`src/rtl/alt_trigout_ts_fifo.sv`:
```
// Trigger-out timestamp FIFO: captures {mask, TAI, cycles} per enabled trigger
// event and shows the oldest entry to the alt_trigout register bank.
module alt_trigout_ts_fifo #(
    parameter int g_depth_log2 = 4
) (
    input  logic                    clk_i,
    input  logic                    rst_n_i,
    input  logic [4:0]              trig_i,
    input  logic [4:0]              enable_i,
    input  logic [39:0]             tm_tai_i,
    input  logic [27:0]             tm_cycles_i,
    input  logic                    tm_valid_i,
    input  logic                    ts_cycles_rd_i,
    output logic                    ts_present_o,
    output logic [39:0]             ts_sec_o,
    output logic [27:0]             ts_cycles_o,
    output logic [4:0]              ts_mask_o,
    output logic [g_depth_log2:0]   level_o,
    output logic [15:0]             drop_cnt_o,
    input  logic                    drop_clr_i
);

    localparam int PW    = g_depth_log2;
    localparam int LW    = g_depth_log2 + 1;
    localparam int DEPTH = 1 << g_depth_log2;
    localparam int EW    = 5 + 40 + 28;

    logic [EW-1:0] mem_q [DEPTH];
    logic [PW-1:0] wr_ptr_q, wr_ptr_d, rd_ptr_q, rd_ptr_d;
    logic [LW-1:0] level_q, level_d;
    logic [15:0]   drop_cnt_q, drop_cnt_d;

    logic [4:0]    ev_mask;
    logic          ev, pop, push, drop, empty, full;
    logic [EW-1:0] head;

    assign ev_mask = trig_i & enable_i;
    assign ev      = |ev_mask;
    assign empty   = (level_q == '0);
    assign full    = (level_q == LW'(DEPTH));
    assign pop     = ts_cycles_rd_i && !empty;
    // A same-cycle pop frees the slot, so a full FIFO still accepts the push.
    assign push    = ev && tm_valid_i && (!full || pop);
    assign drop    = ev && !push;

    always_comb begin
        wr_ptr_d   = wr_ptr_q;
        rd_ptr_d   = rd_ptr_q;
        level_d    = level_q + LW'(push) - LW'(pop);
        drop_cnt_d = drop_cnt_q;
        if (push) wr_ptr_d = wr_ptr_q + PW'(1);
        if (pop)  rd_ptr_d = rd_ptr_q + PW'(1);
        if (drop_clr_i)
            drop_cnt_d = '0;
        else if (drop && drop_cnt_q != 16'hFFFF)
            drop_cnt_d = drop_cnt_q + 16'd1;
    end

    always_ff @(posedge clk_i or negedge rst_n_i) begin
        if (!rst_n_i) begin
            wr_ptr_q   <= '0;
            rd_ptr_q   <= '0;
            level_q    <= '0;
            drop_cnt_q <= '0;
        end else begin
            wr_ptr_q   <= wr_ptr_d;
            rd_ptr_q   <= rd_ptr_d;
            level_q    <= level_d;
            drop_cnt_q <= drop_cnt_d;
        end
    end

    // Storage is not reset; the pointers alone define what is valid.
    always_ff @(posedge clk_i) begin
        if (push) mem_q[wr_ptr_q] <= {ev_mask, tm_tai_i, tm_cycles_i};
    end

    assign head         = empty ? '0 : mem_q[rd_ptr_q];
    assign ts_present_o = !empty;
    assign ts_mask_o    = head[EW-1 -: 5];
    assign ts_sec_o     = head[67:28];
    assign ts_cycles_o  = head[27:0];
    assign level_o      = level_q;
    assign drop_cnt_o   = drop_cnt_q;

endmodule

```
`config.mk`:
```
export PLATFORM = sky130hd
export DESIGN_NAME = alt_trigout_ts_fifo
export DESIGN_NICKNAME = d
export VERILOG_FILES = /design/src/rtl/alt_trigout_ts_fifo.sv
export SDC_FILE = /design/constraint.sdc
export NUM_CORES = 1
export LEC_CHECK = 0
export BUFFER_PORTS_ARGS = -buffer_cell sky130_fd_sc_hd__buf_2
export CAP_MARGIN = 20
export CORE_MARGIN = 1
export CORE_UTILIZATION = 45
export DETAILED_ROUTE_END_ITERATION = 8
export GPL_TIMING_DRIVEN = 0
export SLEW_MARGIN = 20
export SYNTH_ARGS = -nofsm -noshare
export SYNTH_HDL_FRONTEND = slang
export SYNTH_SLANG_ARGS = --single-unit
```
`constraint.sdc`:
```
create_clock -name clk_i -period 8.6 [get_ports clk_i]
set_input_delay 1.29 -clock clk_i [delete_from_list [all_inputs] [get_ports clk_i]]
set_output_delay 1.29 -clock clk_i [all_outputs]
set_load 0.03 [all_outputs]
```
# Word-level counts from Yosys, hierarchy flattened

Memories as Yosys holds them, arrays and structs flattened.
Index checks and enable logic that the tools add are counted.

Eq/ne operators: 2
Multiplexer cells: 5
Add/subtract/negate cells: 5
Reduce and logical (&&, ||, !) cells: 12
Bitwise operators: 1

Operator list:

| kind                    | number |
|---|---|
| $mux W73                | 1 |
| $mux W16                | 2 |
| $add A16 B1 Y16 const B | 1 |
| $ne A16 B16 Y1 const B  | 1 |
| $add A4 B1 Y4 const B   | 2 |
| $add A5 B1 Y5           | 1 |
| $and A5 B5 Y5           | 1 |
| $eq A5 B5 Y1 const B    | 1 |
| $logic_and A1 B1 Y1     | 5 |
| $logic_not A5 Y1        | 1 |
| $reduce_or A5 Y1        | 1 |
| $sub A5 B1 Y5           | 1 |
| $logic_not A1 Y1        | 3 |
| $mux W1                 | 2 |
| $reduce_bool A2 Y1      | 1 |
| $logic_or A1 B1 Y1      | 1 |

Logic and storage cells: 30
Output and inout port bits: 95
Bits in writable memories: 1168
Memories kept: 1
Input port bits: 83
Register bits after elaboration: 29

Memory list:

| name  | words | bits a word | read ports | clocked after Yosys merged registers in | write ports | RTL line | RTL |
|---|---|---|---|---|---|---|---|
| mem_q | 16    | 73          | 1          | 0                                       | 1           | 28       | `logic [EW-1:0] mem_q [DEPTH];` |

# Longest topological paths before layout

Depth in word-level cells: 10
Gate-level depth with buffers: 15
Mapped depth without buffers: 14

# Worst setup path after synthesis

Ideal clock, no wire load.

Path type: input to register
From: input port trig_i[3]
To: memory mem_q[0][0] (netlist bit), enable pin
Setup time: 0.594 ns
Arrival time: 7.188 ns
Stages on the path: 6
Setup slack: 0.818 ns
Required time: 8.006 ns
Path through: and2_1 -> or3b_2 -> nor2b_1 -> buf_2 -> nand2_1 -> nor3_1

Word-level cells in the longest chain between the ends: 6

RTL lines:

| item                             | RTL line | RTL |
|---|---|---|
| start, declared                  | 8        | `input logic [4:0] trig_i,` |
| $and A5 B5 Y5                    | 37       | `assign ev_mask = trig_i & enable_i;` |
| $reduce_or A5 Y1                 | 38       | `assign ev = \|ev_mask;` |
| $logic_and A1 B1 Y1 (2 in a row) | 43       | `assign push = ev && tm_valid_i && (!full \|\| pop);` |
| $mux W1                          | 75       | `if (push) mem_q[wr_ptr_q] <= {ev_mask, tm_tai_i, tm_cycles_i};` |
| $mux W1 (implied by the code)    | 75       |  |
| end, declared                    | 28       |  |

No other way between the ends.

# Worst setup path after layout

From: register level_q[2] (netlist: level_o[2])
To: output port ts_mask_o[3]

Word-level cells in the longest chain between the ends: 2

RTL lines:

| item                   | RTL line | RTL |
|---|---|---|
| start, declared        | 30       | `logic [LW-1:0] level_q, level_d;` |
| start signal, assigned | 68       | `level_q <= level_d;` |
| $logic_not A5 Y1       | 39       | `assign empty = (level_q == '0);` |
| $mux W73               | 78       | `assign head = empty ? '0 : mem_q[rd_ptr_q];` |
| end, declared          | 17       | `output logic [4:0] ts_mask_o,` |

No other way between the ends.

==> summary.txt <==
Global routing
  – Vias in the first global route: between 20,000 and 25,000
  – GR Util All Layers: 0.224
  – Grt met2 use: 0.376
  – First-pass GRT wire length: around 170 mm
  – Met3 Use GR: 0.0355
  – GRT busiest layer: met2
  – GR met1 Demand/Resource: 0.308
  – Initial antenna violation count: 14
  – Pin count of the biggest net entering global routing: 30
  – Gr ovfl total: 0

Critical path
  – Crit Path Class: flop to output port
  – Crit path max fanout: 11
  – Setup crit end kind: output port
  – WP data required: roughly 7.3 ns
  – Worst Path Buf+Inv: 5
  – Arr. time, crit path: around 5.0 ns
  – Worst path max stage delay: 0.67 ns
  – Cell Chain, Critical Path: inv_1 -> ha_1 -> or3b_4 -> nor2_2 -> inv_1 -> nand2b_1 -> clkbuf_1 -> clkbuf_1 -> o21ai_0 -> buf_2
  – Crit-path slowest cell: nor2_2
  – Delay-heaviest family, CP: buffers and inverters
  – Kind of start point of the critical path: flop

Floorplan
  – Die Width: about 320 µm
  – Io pins: 178
  – Die Area: roughly 100,000 µm²
  – Die Height: 324 µm
  – Site Rows: ~120
  – CORE AREA: 102,000 µm²
  – Starting Density: 0.456

Timing
  – Worst slew margin: 0.235
  – Final hold viol count: 0
  – Slew @ Worst Pin: around 1.1 ns
  – Final Slew Violations: 0
  – Min cycle time layout: approximately 6.3 ns
  – RSZ-0062 raised after global routing: false
  – Worst Skew: a little under 0.03 ns
  – Setup violators final: 0
  – Fmax: around 0.16 GHz
  – Hold_ws: 0.565 ns
  – Final period utilization: 0.728

Synthesis
  – Count leader, synth: edfxtp_1
  – EDFF count, synth: about 1,200
  – Synth cell types: 45
  – Synthesis-stage register bit count: roughly 1,200
  – Synth top area cells: edfxtp_1, mux4_2, mux2i_1, mux2_2, dfrtp_1
  – Syn Area/Cell: around 21 µm²
  – Syn nets: between 2,000 and 2,500
  – Top cell type by total area after synthesis: edfxtp_1
  – Main synth FF type: edfxtp_1
  – Synth Instances: around 2,200
  – Sequential area share after synthesis: 0.768
  – Post-synth top cells: edfxtp_1, mux4_2, mux2i_1, a211oi_1, o21ai_0
  – Syn Std Cell Area: between 40,000 and 50,000 µm²
  – FFs w/ async S/R, synth: 0.0242
  – Synth top area share: 0.752
  – Synth Warn #: 0

Drt
  – Initial DRC count: about 2,500
  – Via count: 23,674
  – Antenna Violating Nets Remaining: 0
  – Vias per cell: 5.78
  – Routed WL per cell: 28.4 µm
  – Final wirelength: approximately 120 mm
  – DRC viols: 0
  – Drt first pass iters: 5

Pwr
  – Power, Total: approximately 18 mW
  – Cell Pwr Density: between 300 and 400 nW/µm²
  – Leakage: 18.0 nW
  – Peak supply drop: 0.000312 V

Placement
  – Placed Instances: slightly below 4,000
  – Routability Congestion: ~0.77
  – Port buffer count: 176
  – HPWL after detailed placement: a little under 80 mm
  – Placed Area: approximately 50,000 µm²

Clock network
  – Clk_lat worst skew: between 0.6 and 0.7 ns
  – Clk root buf: clkbuf_16
  – Cts repair resizes: 0
  – Clock tree buffer depth: 3
  – Clock Sinks: roughly 1,200
  – H-tree level count: 3
  – Post-CTS Setup Repair Bufs: 0
  – Cts-stage hold buffer count: 0
  – CTS tree: yes
  – CTS Buf Count: 117
  – Clock transition at path regs: 0.06 ns

Final layout
  – Post-route insts no fill: roughly 4,000
  – Ratio of cells with drive above 1 in the final layout: 0.300
  – NumNets Final: 2,717
  – Final Util: 0.535
  – Final Instance Area: ~55,000 µm²
  – Area growth syn-to-layout: 17.3%

Flow run
  – Max cap viols: 0

Run status
  – Status: finished clean

Min path
  – Type of the tightest min-delay check: flop to flop
==> sequential cells by signal, summed over array words and instances (netlist names) <==
name	flops
rd_ptr_q	4
level_o	5
drop_cnt_o	16
mem_q	1168
wr_ptr_q	4
==> final cells by class <==
class	count	area (µm²)
repair buffers	276	2480
flip-flops and latches	1197	35800
diodes	8	20.0
plain buffers	128	588
clock buffers	148	3170
fillers	8094	47500
clock inverters	69	554
multi-input cells	890	10300
inverters	11	41.3
well taps	1368	1710
==> layout by cell type (no fill, tap or decap), drive strengths merged, types with 7 or more instances in the layout <==
cell type / Yosys / final
a211oi: 82 / 82
a21boi: 32 / 32
a21oi: 43 / 43
a22oi: 32 / 32
and2: 7 / 7
buf: 68 / 344
bufinv: 0 / 8
clkbuf: 60 / 208
clkinv: 0 / 56
dfrtp: 29 / 29
diode: 0 / 8
edfxtp: 1168 / 1168
ha: 12 / 12
inv: 11 / 13
mux2: 67 / 67
mux2i: 140 / 140
mux4: 228 / 228
nand2: 16 / 16
nand3: 38 / 38
nor2: 24 / 24
nor2b: 44 / 44
o21ai: 72 / 72
or3: 7 / 7
xnor2: 8 / 8
==> routing by layer <==
| metal | wire [µm] | vias to the layer above | part of all wire |
|---|---|---|---|
| li1 | - | 10083 | - |
| met1 | 48700 | 12579 | 0.42 |
| met2 | 58000 | 824 | 0.50 |
| met3 | 7200 | 182 | 0.062 |
| met4 | 2490 | 6 | 0.021 |
| met5 | 39 | - | 0.00034 |
==> stage by stage <==
step / setup TNS [ns] / worst slack (ns)
3_3_place_gp: -3278.83 / -6.14
6_report: 0 / 2.34
3_5_place_dp: 0 / 3.06
5_1_grt: 0 / 2.19
2_1_floorplan: 0 / 0.818
4_1_cts: 0 / 2.27
==> path summary, 6_finish.rpt <==
path	slack [ns]	from	cells past startpoint	to
setup / recovery	2.34	level_o[2]	10	ts_mask_o[3]
hold / removal	0.57	level_o[0]	1	level_o[0]
setup reg to reg	4.45	level_o[2]	15	level_o[4]
hold reg to reg	0.57	level_o[0]	1	level_o[0]
max in group asynchronous	7.44	rst_n_i	1	rd_ptr_q[0]
min in group asynchronous	0.67	rst_n_i	1	level_o[4]
==> power by group <==
group	leakage, nW	switching, mW	internal, mW	total, mW
logic	5.22	4.05	2.36	6.41
clock network	1.84	2.13	2.83	4.96
registers	10.9	0.108	6.88	6.98
==> logic make-up after synthesis <==
family | Yosys count | share of synthesized area
adders and majority gates | 13 | 0.00365
buffers and inverters | 139 | 0.0135
xor gates and xnor gates | 12 | 0.00225
muxes | 435 | 0.156
AOI/OAI and AO/OA | 268 | 0.0375
and+or+nand+nor | 162 | 0.0191
DFF | 1197 | 0.768
(Power assumes the default switching activity.)
